### src/rtl/adder_sum_stage.sv
`default_nettype none
// ============================================================================
// Module   : adder_sum_stage
// Brief    : Two-stage sum/flag stage fed by the group-level prefix tree of
//            the parallel-prefix adder. Stage 1 registers bit P/G, carry-in
//            and per-group carry-ins. Stage 2 ripples carries inside each
//            group and registers sum, carry-out and ALU flags. The pipeline
//            has a valid/ready handshake with full back-pressure.
// Config   : define ADDER_SUM_FLAGS_EN to build the ovf/zero/neg flag logic.
//            When it is left undefined, those outputs are tied low.
// Revision : 1.0 - initial release
// ============================================================================

`ifndef INPUTSIZE
`define INPUTSIZE 32
`endif
`ifndef GROUPSIZE
`define GROUPSIZE 4
`endif

module adder_sum_stage #(
    parameter int WIDTH = `INPUTSIZE,     // operand width
    parameter int GROUP = `GROUPSIZE,     // bits per carry group (WIDTH % GROUP == 0)
    parameter int NGRP  = WIDTH / GROUP   // number of carry groups
) (
    input  logic                clk,
    input  logic                rst,
    input  logic                in_valid,
    output logic                in_ready,
    input  logic [WIDTH-1:0]    p,
    input  logic [WIDTH-1:0]    g,
    input  logic                cin,
    input  logic [2*NGRP-1:0]   q_gp,
    output logic                out_valid,
    input  logic                out_ready,
    output logic [WIDTH-1:0]    sum,
    output logic                cout,
    output logic                ovf,
    output logic                zero,
    output logic                neg
);

    // ------------------------------------------------------------------
    // Handshake
    // ------------------------------------------------------------------
    logic               w_adv;        // stage 1 may move into the output stage
    logic               r_s1_valid;
    logic               r_out_valid;

    assign w_adv     = !r_out_valid || out_ready;
    assign in_ready  = !r_s1_valid || w_adv;
    assign out_valid = r_out_valid;

    // ------------------------------------------------------------------
    // Stage 1: group carry-ins from the prefix pairs
    // ------------------------------------------------------------------
    logic [NGRP:0]      w_cg;         // w_cg[NGRP] is the adder carry-out

    // Group i starts with the carry out of groups 0..i-1 plus carry-in
    always_comb begin
        w_cg    = '0;
        w_cg[0] = cin;
        for (int i = 1; i <= NGRP; i++) begin
            w_cg[i] = q_gp[2*i-1] | (q_gp[2*i-2] & cin);
        end
    end

    logic [WIDTH-1:0]   r_s1_p;
    logic [WIDTH-1:0]   r_s1_g;
    logic [NGRP-1:0]    r_s1_cg;
    logic               r_s1_cout;

    // Stage 1 register: loads whenever it can accept, data only on a transfer
    always_ff @(posedge clk) begin
        if (rst) begin
            r_s1_valid <= 1'b0;
            r_s1_p     <= '0;
            r_s1_g     <= '0;
            r_s1_cg    <= '0;
            r_s1_cout  <= 1'b0;
        end else if (in_ready) begin
            r_s1_valid <= in_valid;
            if (in_valid) begin
                r_s1_p    <= p;
                r_s1_g    <= g;
                r_s1_cg   <= w_cg[NGRP-1:0];
                r_s1_cout <= w_cg[NGRP];
            end
        end
    end

    // ------------------------------------------------------------------
    // Stage 2: per-bit carries, rippled only inside each group
    // ------------------------------------------------------------------
    logic [WIDTH-1:0]   w_c;          // carry into each bit
    logic [WIDTH-1:0]   w_sum;

    // Each group is seeded by its registered carry-in; the ripple never
    // crosses a group boundary, so the path is at most GROUP-1 cells deep
    always_comb begin
        w_c = '0;
        for (int i = 0; i < NGRP; i++) begin
            w_c[i*GROUP] = r_s1_cg[i];
            for (int k = 1; k < GROUP; k++) begin
                w_c[i*GROUP+k] = r_s1_g[i*GROUP+k-1]
                               | (r_s1_p[i*GROUP+k-1] & w_c[i*GROUP+k-1]);
            end
        end
    end

    assign w_sum = r_s1_p ^ w_c;

    // The generate of each group's top bit only feeds the next group's
    // carry-in, which the prefix tree already supplies
    logic w_unused_g_top;

    // Fold the group-top generate bits so they are visibly consumed
    always_comb begin
        w_unused_g_top = 1'b0;
        for (int i = 0; i < NGRP; i++) begin
            w_unused_g_top = w_unused_g_top ^ r_s1_g[i*GROUP+GROUP-1];
        end
    end

    logic [WIDTH-1:0]   r_sum;
    logic               r_cout;

    // Output register: holds while stalled, loads on each stage advance
    always_ff @(posedge clk) begin
        if (rst) begin
            r_out_valid <= 1'b0;
            r_sum       <= '0;
            r_cout      <= 1'b0;
        end else if (w_adv) begin
            r_out_valid <= r_s1_valid;
            if (r_s1_valid) begin
                r_sum  <= w_sum;
                r_cout <= r_s1_cout;
            end
        end
    end

    assign sum  = r_sum;
    assign cout = r_cout;

`ifdef ADDER_SUM_FLAGS_EN
    logic r_ovf;
    logic r_zero;
    logic r_neg;

    // Flags load alongside the sum; overflow compares the carries in and out of the MSB
    always_ff @(posedge clk) begin
        if (rst) begin
            r_ovf  <= 1'b0;
            r_zero <= 1'b0;
            r_neg  <= 1'b0;
        end else if (w_adv && r_s1_valid) begin
            r_ovf  <= w_c[WIDTH-1] ^ r_s1_cout;
            r_zero <= (w_sum == '0);
            r_neg  <= w_sum[WIDTH-1];
        end
    end

    assign ovf  = r_ovf;
    assign zero = r_zero;
    assign neg  = r_neg;
`else
    assign ovf  = 1'b0;
    assign zero = 1'b0;
    assign neg  = 1'b0;
`endif

endmodule

`default_nettype wire

### config.mk
export PLATFORM = sky130hd
export DESIGN_NAME = adder_sum_stage
export DESIGN_NICKNAME = d
export VERILOG_FILES = /design/src/rtl/adder_sum_stage.sv
export SDC_FILE = /design/constraint.sdc
export NUM_CORES = 1
export LEC_CHECK = 0
export BUFFER_PORTS_ARGS = -buffer_cell sky130_fd_sc_hd__clkbuf_2
export CAP_MARGIN = 20
export CORE_MARGIN = 10
export CORE_UTILIZATION = 56
export DETAILED_ROUTE_END_ITERATION = 6
export PLACE_DENSITY = 0.92
export SYNTH_ARGS = -nofsm -noshare
export SYNTH_HDL_FRONTEND = slang
export SYNTH_SLANG_ARGS = --single-unit
### constraint.sdc
create_clock -name clk -period 6.06 [get_ports clk]
set_clock_uncertainty 0.05 [all_clocks]
set_input_delay 0.606 -clock clk [delete_from_list [all_inputs] [get_ports clk]]
set_output_delay 0.606 -clock clk [all_outputs]
set_load 0.02 [all_outputs]
-- After elaboration in Yosys (flattened, before gate mapping)
Cells that the tools add are included.
- bitwise gates (word level): 65
- reductions and logical operators: 6
- operators with widths (operator ; count):
    1-bit AND ; 32
    1-bit OR ; 32
    32-bit bitwise XOR ; 1
    2-bit AND reduction ; 2
    1-bit logical NOT ; 2
    1-bit logical OR ; 2
- flip-flop bits (word level): 107
- input port bits: 85
- output and inout port bits: 38
- logic and storage cells: 79

-- Longest topological paths before layout
Gate-level depths: netlist (run 1).
- word-level depth: 7
- gate-level depth with buffers: 8
- depth with buffers taken out: 8

-- Least setup slack after synthesis (run 1)
No wires, ideal clock.
- path type: register to register
- start: register r_s1_p[28]
- end: register r_sum[31], in the netlist sum[31]
- setup time: 133 ps
- data arrival time: 1771 ps
- required time: 5877 ps
- path slack: 4107 ps
- cell stages (with the launch flop): 9
- path buffers: 0
- clock period less this slack: 1953 ps
- cell sequence: dfxtp_1 -> ha_1 -> or2_2 -> ha_1 -> or2_2 -> ha_1 -> or3_1 -> nand4_1 -> a21oi_1
- longest elaborated chain between the ends: 7
- RTL lines (item ; line ; text):
    start, declared ; 68 ; logic [WIDTH-1:0] r_s1_p;
    start signal, assigned ; 84 ; r_s1_p <= p;
    1-bit AND ; 106 ; | (r_s1_p[i*GROUP+k-1] & w_c[i*GROUP+k-1]);
    1-bit OR ; 106 ;
    1-bit AND ; 106 ;
    1-bit OR ; 106 ;
    1-bit AND ; 106 ;
    1-bit OR ; 106 ;
    32-bit bitwise XOR ; 111 ; assign w_sum = r_s1_p ^ w_c;
    end signal, assigned ; 137 ; r_sum <= w_sum;
    end, declared ; 125 ; logic [WIDTH-1:0] r_sum;
Every way passes these cells.
A chain may end at the register's enable or synchronous reset.

==> results of run 1 <==
==> layer usage <==
metal,vias up,GRT usage (%),wire length (microns)
met5,-,0,0
met4,0,7.43,183
met3,16,4.04,665
met2,110,33.9,6010
met1,1816,21.8,4740
li1,1893,-,-
==> sequential cells by signal, summed over array words and instances (netlist names) <==
name,count
sum,32
r_s1_cg,8
r_s1_g,24
r_s1_p,32
cout,1
out_valid,1
r_s1_cout,1
r_s1_valid,1
==> cell type report <==
class / count / area (sq um)
clock inverters: 5 / 36.3
fillers: 666 / 2600
clock buffers: 11 / 151
well taps: 102 / 128
multi-input cells: 359 / 2200
flip-flops and latches: 100 / 2000
repair buffers: 117 / 641
inverters: 3 / 12.5
==> worst max path at each step <==
stage	end	slack [ns]	cells past startpoint
after CTS	r_s1_p[16]$_SDFFE_PP0P_	3.14	5
after floorplan	sum[31]$_SDFFE_PP0P_	4.11	8
final	r_s1_p[16]$_SDFFE_PP0P_	3.14	5
after global routing	r_s1_p[24]$_SDFFE_PP0P_	2.97	5
after detailed placement	r_s1_p[12]$_SDFFE_PP0P_	2.79	5
after global placement	r_s1_g[10]$_SDFFE_PP0P_	2.87	5
==> power by group through the flow <==
stage,registers [W],logic (W),clock network [W]
global placement,0.000732,0.000181,0
floorplan,0.000742,0.000126,0
CTS,0.000720,0.000191,0.000406
detailed placement,0.000735,0.000190,0
finish,0.000720,0.000194,0.000402
global route,0.000725,0.000216,0.000431
==> worst min-delay path: stages (launching register included) <==
cell and delay (ns):
dfxtp_1 0.32, nand2_1 0.05, mux2i_1 0.05
==> layout by cell type, fill, tap and decap left out <==
master,netlist,layout
nand4_1,8,8
inv_1,1,1
o21ai_0,25,25
mux2i_1,57,57
o21ai_1,16,16
a21oi_4,1,1
clkbuf_2,3,111
conb_1,1,3
buf_16,0,2
dfxtp_1,100,100
clkinv_2,1,3
a211oi_1,8,8
or3_1,8,8
nand3_1,25,25
buf_4,5,4
inv_2,1,1
nand2b_1,1,1
and2b_4,1,1
a21oi_1,51,51
nand3b_1,1,1
clkinv_4,0,3
ha_1,24,24
nand2_1,114,114
clkbuf_8,0,11
or2_2,16,16
==> stage by stage <==
step | util, % | instance area (sq um) | hold WS [ns] | total power [W]
after floorplan | - | 4510 | 0.380 | 0.000868
after global placement | 63.4 | 4920 | 0.387 | 0.000913
after detailed placement | 63.4 | 4920 | 0.395 | 0.000925
after CTS | 65.8 | 5110 | 0.410 | 0.00132
after global routing | 66.5 | 5170 | 0.403 | 0.00137
final | 66.5 | 5170 | 0.406 | 0.00132
==> cells by family (layout without fill, tap and decap cells) <==
family / count (synthesis) / count (layout)
buf+inv: 46 / 136
other cells: 1 / 3
fa+ha+maj: 24 / 24
mux: 57 / 57
flops: 100 / 100
simple gates: 174 / 174
compound gates: 101 / 101
==> run summary, run 1 <==
post-synth top area share -> 44.5%
Hold Crit Start -> r_s1_g[13]$_SDFFE_PP0P_
PD cells -> 255 mW/mm^2
crit start category -> input port
core area -> 0.00777 sq mm
Synth Area in Compound Gates -> 11.9%
post-DP HPWL -> 7.94 mm
Seq cells post-synth -> 100
Setup violations, final -> 0
final worst path period share -> 48.1%
pre-CTS worst setup slack -> 2.79 ns
Worst-Margin Slew -> 1.02 ns
highest clock rate -> 0.343 GHz
Critical Path Slowest Stage Cell -> clkinv_2
arrival time worst endpoint -> 3.10 ns
Final Non-Filler Cells -> 697
H-tree depth -> 3
Inst Count DP -> 679
total CTS buffers -> 9
clk sinks -> 100
Fin Setup TNS -> 0 ns
Slew HR -> 31.8%
Max Buffers Root-to-Sink -> 2
CP required -> 6.24 ns
count leader, synth -> nand2_1
RSZ-0062 raised after global routing -> false
register area share after synthesis -> 44.5%
CTS tree -> built
Final Hold Vio Count -> 0
Pint -> 0.000953 W
Avg Vias per Cell -> 5.50
maximum net fanout on the critical path -> 61
async set-reset flop share out of synthesis -> 0%
Register-to-Register Path Depth -> 5
io pins -> 123
Main synth FF type -> dfxtp_1
largest family of logic cells by synthesized area -> simple AND/OR/NAND/NOR gates
die area -> 0.0120 sq mm
starting density of the core -> 57.9%
Post-synth EDFFs -> 0
Largest stage delay, worst path -> 0.87 ns
ANT cells -> 0
critical path cell sequence -> clkbuf_2 -> clkinv_2 -> buf_4 -> nand2_1 -> mux2i_1
Switching Share -> 27.6%
Synth area leaders -> dfxtp_1 45%, mux2i_1 13%, nand2_1 9.5%, ha_1 6.7%, a21oi_1 5.7%
worst skew pair latency -> 0.35 ns
clk slew on worst S/H paths -> 0.10 ns
Hold Path Class -> reg2reg
PortBufs -> 111
gr usage total -> 19.1%
Antenna Nets Post-Route -> 0
Max-Cap Viols -> 0
hold_buf cts -> 0
status -> completed
Worst Hold Endpoint -> r_s1_g[13]$_SDFFE_PP0P_
flop2flop setup slack -> 3.67 ns
Syn-to-layout area delta -> 14.9%
Synth top cells by count -> 114 x nand2_1, 100 x dfxtp_1, 57 x mux2i_1
Mean Syn Cell Area -> 8.94 sq um
first-pass GRT wire length -> 18.5 mm
RePlAce Congestion -> 0.769
vias in the first global route -> 3,949
# rows -> 32
Final #Nets -> 699
Die Wd -> 110 microns
Max VDD drop -> 113 uV
Sequential Power Share -> 54.7%
Comb pwr share -> 14.8%
Tmin final -> 2.92 ns
Worst Slack Setup Final -> 3.14 ns
Sw Pwr -> 0.000363 W
PostCTS Resize Cnt -> 0
XOR/XNOR share of the synthesized area -> 0%
Via Count -> 3,835
synthesized area -> 0.00450 sq mm
top cell family by delay on the critical path -> buffers and inverters
buffers plus inverters on the worst setup path -> 3
DRT Pass-1 Iters -> 4
worst reg2reg startpoint -> out_valid$_SDFFE_PP0P_
total congestion overflow -> 0
kind of critical path -> in2reg
Crit. End Element -> flop
layout cells sized above 1 -> 25.7%
Synth Area in Simple Gates -> 17.3%
Mapped Cells -> 503
final slew viol count -> 0
terminus of the critical flop-to-flop path -> r_s1_p[0]$_SDFFE_PP0P_
initial antenna violation count -> 0
post-route DRC violation count -> 0
Root Driver -> clkbuf_8
largest net degree at the start of global routing -> 62
Pleak -> 2.47 nW
top cell type by total area after synthesis -> dfxtp_1
# Post-CTS Setup Buffers -> 0
Die Ht -> 110 microns
drt wl/cell -> 16.6 microns
Post-Synth Adder-Cell Area -> 6.68%
synth warn -> 0
multiplexer area fraction after synthesis -> 12.7%
Setup crit start -> rst
unique cell type count in the Yosys netlist -> 26
WL final -> 11.6 mm
Cells on Worst Hold Path -> 2
clock power share -> 30.5%
Starting DRT DRC Count -> 154
Power figures use the tool's default switching activity.
==> inputs of run 2 (changes only) <==
Settings changed: ABC_AREA from default to 1, CORE_UTILIZATION 56 to 48, PLACE_DENSITY 0.92 to 0.84.
Clock period 6.06 ns to 2.3 ns, I/O delays scaled along.
==> run 2 against run 1 <==
Against the previous run:
- core utilization down 7.9 points
- sequential share of layout area down 2.0 points
- sequential power rose to 2.7 times the previous value
- via count up 8.4%
==> run summary, run 2 <==
status -> completed (unchanged)
Synth Area in Compound Gates -> 12.1% (was 11.9%)
Max VDD drop -> 288 uV (was 113 uV)
gr usage total -> 15.6% (was 19.1%)
critical path cell sequence -> ha_1 -> or2_2 -> ha_1 -> or2_2 -> ha_1 -> nor2_1 -> nand2_1 -> a21oi_1 -> nor2_1 (was clkbuf_2 -> clkinv_2 -> buf_4 -> nand2_1 -> mux2i_1)
Final #Nets -> 814 (was 699)
worst hold slack -> 0.0428 ns (was 0.406 ns)
largest family of logic cells by synthesized area -> simple AND/OR/NAND/NOR gates (unchanged)
Largest stage delay, worst path -> 0.33 ns (was 0.87 ns)
die area -> 0.0139 sq mm (was 0.0120 sq mm)
Sequential Power Share -> 51.1% (was 54.7%)
CTS tree -> built (unchanged)
Final Hold Vio Count -> 0 (unchanged)
Post-Synth Adder-Cell Area -> 6.50% (was 6.68%)
ANT cells -> 0 (unchanged)
WL final -> 11.3 mm (was 11.6 mm)
PD cells -> 695 mW/mm^2 (was 255 mW/mm^2)
commonest non-fill, non-tap cell in the layout -> nor2_1 (was nand2_1)
Comb pwr share -> 16.4% (was 14.8%)
Max-Cap Viols -> 0 (unchanged)
Seq cells post-synth -> 100 (unchanged)
Root Driver -> clkbuf_8 (unchanged)
Synth Area in Simple Gates -> 31.1% (was 17.3%)
total power -> 0.00378 W (was 0.00132 W)
DRT Pass-1 Iters -> 4 (unchanged)
GR peak layer -> met2 (unchanged)
Critical Path Slowest Stage Cell -> dfxtp_1 (was clkinv_2)
CP most frequent cell -> ha_1
maximum net fanout on the critical path -> 2 (was 61)
clk sinks -> 100 (unchanged)
PortBufs -> 111 (unchanged)
Syn-to-layout area delta -> 17.9% (was 14.9%)
worst skew pair latency -> 0.34 ns (was 0.35 ns)
initial antenna violation count -> 0 (unchanged)
Synth area leaders -> dfxtp_1 43%, nor2_1 11%, nand3b_1 9.3%, nand2_1 8.0%, a21oi_1 7.3% (was dfxtp_1 45%, mux2i_1 13%, nand2_1 9.5%, ha_1 6.7%, a21oi_1 5.7%)
Hold Path Class -> in2reg (was reg2reg)
Worst-Margin Slew -> 0.555 ns (was 1.02 ns)
Post-synth EDFFs -> 0 (unchanged)
most frequent cells in the layout -> 139 x nor2_1, 110 x clkbuf_2, 100 x dfxtp_1, 99 x nand2_1, 67 x a21oi_1 (was 114 x nand2_1, 111 x clkbuf_2, 100 x dfxtp_1, 57 x mux2i_1, 51 x a21oi_1)
# Post-CTS Setup Buffers -> 0 (unchanged)
hold_buf cts -> 0 (unchanged)
Tmin final -> 1.95 ns
synth warn -> 0 (unchanged)
final worst path period share -> 84.7%
kind of critical path -> reg2reg (was in2reg)
PostCTS Resize Cnt -> 0 (unchanged)
clk slew on worst S/H paths -> 0.09 ns (was 0.10 ns)
Die Ht -> 118 microns (was 110 microns)
# rows -> 35 (was 32)
arrival time worst endpoint -> 2.14 ns (was 3.10 ns)
Sw Pwr -> 0.00103 W (was 0.000363 W)
met3 usage -> 3.74% (was 4.04%)
Setup violations, final -> 0 (unchanged)
crit start category -> flop (was input port)
top cell type by total area after synthesis -> dfxtp_1 (unchanged)
Pleak -> 2.74 nW (was 2.47 nW)
M1 GR Usage -> 19.7% (was 21.8%)
H-tree depth -> 3 (unchanged)
synthesized area -> 0.00462 sq mm (was 0.00450 sq mm)
Pint -> 0.00275 W (was 0.000953 W)
clock power share -> 32.5% (was 30.5%)
Fin Setup TNS -> 0 ns (unchanged)
io pins -> 123 (unchanged)
drt wl/cell -> 13.4 microns (was 16.6 microns)
vias in the first global route -> 3,967 (was 3,949)
layout cells sized above 1 -> 21.7% (was 25.7%)
CP required -> 2.49 ns (was 6.24 ns)
Die Wd -> 118 microns (was 110 microns)
starting density of the core -> 49.7% (was 57.9%)
Max Buffers Root-to-Sink -> 2 (unchanged)
final core occ -> 58.6% (was 66.5%)
core area -> 0.00928 sq mm (was 0.00777 sq mm)
Worst Slack Setup Final -> 0.353 ns (was 3.14 ns)
Antenna Nets Post-Route -> 0 (unchanged)
post-route DRC violation count -> 0 (unchanged)
async set-reset flop share out of synthesis -> 0% (unchanged)
Main synth FF type -> dfxtp_1 (unchanged)
unique cell type count in the Yosys netlist -> 19 (was 26)
post-synth top area share -> 43.4% (was 44.5%)
Slew HR -> 63.0% (was 31.8%)
Starting DRT DRC Count -> 268 (was 154)
post-DP HPWL -> 7.95 mm (was 7.94 mm)
RePlAce Congestion -> 0.815 (was 0.769)
count leader, synth -> nor2_1 (was nand2_1)
RSZ-0062 raised after global routing -> false (unchanged)
largest net degree at the start of global routing -> 74 (was 62)
Switching Share -> 27.3% (was 27.6%)
register area share after synthesis -> 43.4% (was 44.5%)
total congestion overflow -> 0 (unchanged)
GR Util met2 -> 25.5% (was 33.9%)
highest clock rate -> 0.514 GHz
final slew viol count -> 0 (unchanged)
Avg Vias per Cell -> 4.95 (was 5.50)
XOR/XNOR share of the synthesized area -> 0% (unchanged)
Mean Syn Cell Area -> 7.46 sq um (was 8.94 sq um)
total CTS buffers -> 9 (unchanged)
Crit. End Element -> flop (unchanged)
first-pass GRT wire length -> 18.6 mm (was 18.5 mm)
pre-CTS worst setup slack -> 0.354 ns (was 2.79 ns)
multiplexer area fraction after synthesis -> 0% (was 12.7%)
Via Count -> 4,157 (was 3,835)
Mapped Cells -> 619 (was 503)
Synth top cells by count -> 139 x nor2_1, 100 x dfxtp_1, 99 x nand2_1 (was 114 x nand2_1, 100 x dfxtp_1, 57 x mux2i_1)
-- run 2: cell types whose count changed after synthesis, sizes merged, moves of 2 or more --
cell    change
or3         -8
o21ai       -8
clkbuf      +2
nand2      -14
mux2i      -57
a211oi      -8
nand4       -8
nand3      -24
a21o        +8
inv        +25
nand3b     +56
nor2      +139
a21oi      +15
-- run 2: final cells by class --
| class | count | area [sq um] |
|---|---|---|
| fillers | 870 | 3840 |
| multi-input cells | 448 | 2320 |
| flip-flops and latches | 100 | 2000 |
| repair buffers | 119 | 643 |
| well taps | 129 | 161 |
| clock buffers | 11 | 131 |
| inverters | 27 | 101 |
| clock inverters | 5 | 85.1 |
-- run 2: through the flow --
| stage | cell area, sq um | std cells |
|---|---|---|
| CTS | 5440 | 839 |
| global placement | 5230 | 823 |
| floorplan | 4620 | 621 |
| detailed placement | 5230 | 823 |
| finish | 5440 | 839 |
| global route | 5440 | 839 |
-- run 2: worst paths after layout --
kind	start	to	slack, ns	depth (start not counted)
worst max-delay path	r_s1_p[28]$_SDFFE_PP0P_	sum[31]$_SDFFE_PP0P_	0.35	9
worst max register to register	r_s1_p[28]$_SDFFE_PP0P_	sum[31]$_SDFFE_PP0P_	0.35	9
worst min-delay path	rst	out_valid$_SDFFE_PP0P_	0.04	2
worst min register to register	r_s1_g[29]$_SDFFE_PP0P_	r_s1_g[29]$_SDFFE_PP0P_	0.44	2
-- run 2: logic make-up (layout without fill, tap and decap cells) --
kind of cell / Yosys count / count (layout)
simple gates: 313 / 313
buf+inv: 73 / 162
compound gates: 108 / 108
flops: 100 / 100
fa+ha+maj: 24 / 24
other cells: 1 / 3
-- run 2: power groups by stage --
| stage | clock, W | sequential, W | combinational [W] |
|---|---|---|---|
| floorplan | 0 | 0.00201 | 0.000378 |
| global placement | 0 | 0.00196 | 0.000604 |
| detailed placement | 0 | 0.00197 | 0.000622 |
| CTS | 0.00125 | 0.00193 | 0.000625 |
| global route | 0.00133 | 0.00195 | 0.000706 |
| finish | 0.00123 | 0.00193 | 0.000619 |
-- run 2: critical path: cells and delay by family, from the launching register on --
family / cells / cell delay, ns
flops: 1 / 0.33
fa+ha+maj: 3 / 0.57
simple gates: 5 / 0.74
compound gates: 1 / 0.16
-- run 2: routing by layer --
| metal | up-vias | share of wire (%) |
|---|---|---|
| met5 | - | 0 |
| met4 | 0 | 1.1 |
| met3 | 14 | 5.9 |
| met2 | 106 | 47 |
| met1 | 1873 | 46 |
| li1 | 2164 | - |
==> inputs of run 3 (changes only) <==
Settings changed: CORE_UTILIZATION 48 to 53, PLACE_DENSITY 0.84 to 0.87.
Clock period 2.3 ns to 2 ns, I/O delays scaled along.
==> run 3 against run 2 <==
Against the previous run:
- count of clock-buffer cells in the layout fell by 1
- maximum frequency increased by 1.2%
- global-route usage up 1.5 points
- sequential share of layout area down 0.43 points
- total power is 15% higher
- highest routed layer unchanged
==> run summary, run 3 (synthesized netlist as in run 2, its figures left out) <==
clock power share -> 31.3% (was 32.5%)
Die Wd -> 113 microns (was 118 microns)
fillers -> 726 (was 870)
Crit. End Element -> flop (unchanged)
final worst path period share -> 96.2% (was 84.7%)
Pleak -> 2.75 nW (was 2.74 nW)
largest net degree at the start of global routing -> 64 (was 74)
Antenna Nets Post-Route -> 0 (unchanged)
H-tree depth -> 3 (unchanged)
final core occ -> 66.3% (was 58.6%)
final slew viol count -> 0 (unchanged)
total CTS buffers -> 9 (unchanged)
Inst Count DP -> 800 (was 823)
crit start category -> flop (unchanged)
clk sinks -> 100 (unchanged)
highest clock rate -> 0.520 GHz (was 0.514 GHz)
Final Hold Vio Count -> 0 (unchanged)
kind of critical path -> reg2reg (unchanged)
clk slew on worst S/H paths -> 0.10 ns (was 0.09 ns)
PD cells -> 784 mW/mm^2 (was 695 mW/mm^2)
Fin Setup TNS -> 0 ns (unchanged)
Comb pwr share -> 17.2% (was 16.4%)
Setup violations, final -> 0 (unchanged)
status -> completed (unchanged)
post-route cell area -> 0.00553 sq mm (was 0.00544 sq mm)
Root Driver -> clkbuf_8 (unchanged)
Sw Pwr -> 0.00124 W (was 0.00103 W)
DRT Pass-1 Iters -> 4 (unchanged)
Syn-to-layout area delta -> 19.7% (was 17.9%)
Pint -> 0.00309 W (was 0.00275 W)
Via Count -> 4,240 (was 4,157)
maximum net fanout on the critical path -> 2 (unchanged)
gr usage total -> 17.1% (was 15.6%)
Final #Nets -> 816 (was 814)
drt wl/cell -> 14.2 microns (was 13.4 microns)
Slew HR -> 61.0% (was 63.0%)
most frequent cells in the layout -> 136 x nor2_1, 110 x clkbuf_2, 99 x nand2_1, 94 x dfxtp_1, 60 x a21oi_1 (was 139 x nor2_1, 110 x clkbuf_2, 100 x dfxtp_1, 99 x nand2_1, 67 x a21oi_1)
io pins -> 123 (unchanged)
CTS tree -> built (unchanged)
PortBufs -> 111 (unchanged)
post-DP HPWL -> 8.03 mm (was 7.95 mm)
# rows -> 33 (was 35)
Tmin final -> 1.92 ns (was 1.95 ns)
ANT cells -> 0 (unchanged)
core area -> 0.00834 sq mm (was 0.00928 sq mm)
Final Non-Filler Cells -> 817 (was 839)
Worst-Margin Slew -> 0.586 ns (was 0.555 ns)
worst skew pair latency -> 0.36 ns (was 0.34 ns)
vias in the first global route -> 4,097 (was 3,967)
first-pass GRT wire length -> 18.6 mm (about the same)
Avg Vias per Cell -> 5.19 (was 4.95)
Max Buffers Root-to-Sink -> 2 (unchanged)
Max VDD drop -> 432 uV (was 288 uV)
Die Ht -> 113 microns (was 118 microns)
WL final -> 11.6 mm (was 11.3 mm)
Max-Cap Viols -> 0 (unchanged)
RePlAce Congestion -> 0.807 (was 0.815)
initial antenna violation count -> 0 (unchanged)
die area -> 0.0128 sq mm (was 0.0139 sq mm)
CP required -> 2.25 ns (was 2.49 ns)
Sequential Power Share -> 51.5% (was 51.1%)
layout cells sized above 1 -> 25.1% (was 21.7%)
Switching Share -> 28.7% (was 27.3%)
Placed Area -> 0.00522 sq mm (was 0.00523 sq mm)
post-route DRC violation count -> 0 (unchanged)
arrival time worst endpoint -> 2.17 ns (was 2.14 ns)
commonest non-fill, non-tap cell in the layout -> nor2_1 (unchanged)
Starting DRT DRC Count -> 241 (was 268)
total congestion overflow -> 0 (unchanged)
starting density of the core -> 55.4% (was 49.7%)
Hold Path Class -> in2reg (unchanged)
[run 3: changes by cell type in the layout (fill, tap and decap cells not counted), sizes merged]
cell,previous run,this run
clkinvlp,1,0
bufinv,2,1
buf,9,10
dlygate4sd3,0,1
inv,28,30
clkinv,1,2
clkbuf,121,120
[run 3: layout make-up]
type	count	area (sq um)	share of cell area (%)
inverters	27	101	1.83
clock buffers	10	138	2.49
repair buffers	121	673	12.2
flip-flops and latches	100	2010	36.4
multi-input cells	448	2400	43.5
clock inverters	6	70.1	1.27
well taps	105	131	2.38
[run 3: per-layer routing]
layer  share of wire [%]  track usage, %
met5                   0               0
met4                0.73            5.41
met3                 6.4            4.54
met2                  49            29.3
met1                  44            20.2
[run 3: critical path: stages, from the launching register on]
cell and delay, ns:
dfxtp_2 0.34, ha_1 0.18, or2_2 0.28, ha_1 0.18, or2_2 0.28, ha_2 0.17, o21ai_0 0.22, a21oi_2 0.09
nor2_1 0.08
[run 3: stage by stage]
stage                     hold WS (ns)  setup slack, ns  total power, W
after CTS                       0.0781           0.0149         0.00433
after detailed placement         0.352           0.0575         0.00299
after global placement           0.355           0.0916         0.00296
final                           0.0855           0.0755         0.00433
after global routing            0.0898          -0.0212         0.00455
after floorplan                  0.219            0.210         0.00275
[run 3: power groups by stage]
stage / registers, W / logic [W] / clock network [W]
2_1_floorplan: 0.00232 / 0.000434 / 0
3_3_place_gp: 0.00226 / 0.000697 / 0
3_5_place_dp: 0.00227 / 0.000719 / 0
4_1_cts: 0.00222 / 0.000726 / 0.00138
5_1_grt: 0.00225 / 0.000847 / 0.00146
6_report: 0.00223 / 0.000746 / 0.00135
[run 3: timing repair]
item | in CTS | in global routing
buffers inserted | 0 | 0
hold buffers | 1 | 0
hold endpoints to repair | 2 | 0
resized for setup | 0 | 31
endpoints found under the setup margin | 0 | 9
[run 3: path summary, 6_finish.rpt]
kind	start	to	slack, ns	depth (start not counted)
max	r_s1_p[4]$_SDFFE_PP0P_	sum[7]$_SDFFE_PP0P_	0.08	8
min	p[17]	r_s1_p[17]$_SDFFE_PP0P_	0.09	4
max reg2reg	r_s1_p[4]$_SDFFE_PP0P_	sum[7]$_SDFFE_PP0P_	0.08	8
min reg2reg	r_s1_g[12]$_SDFFE_PP0P_	r_s1_g[12]$_SDFFE_PP0P_	0.44	2
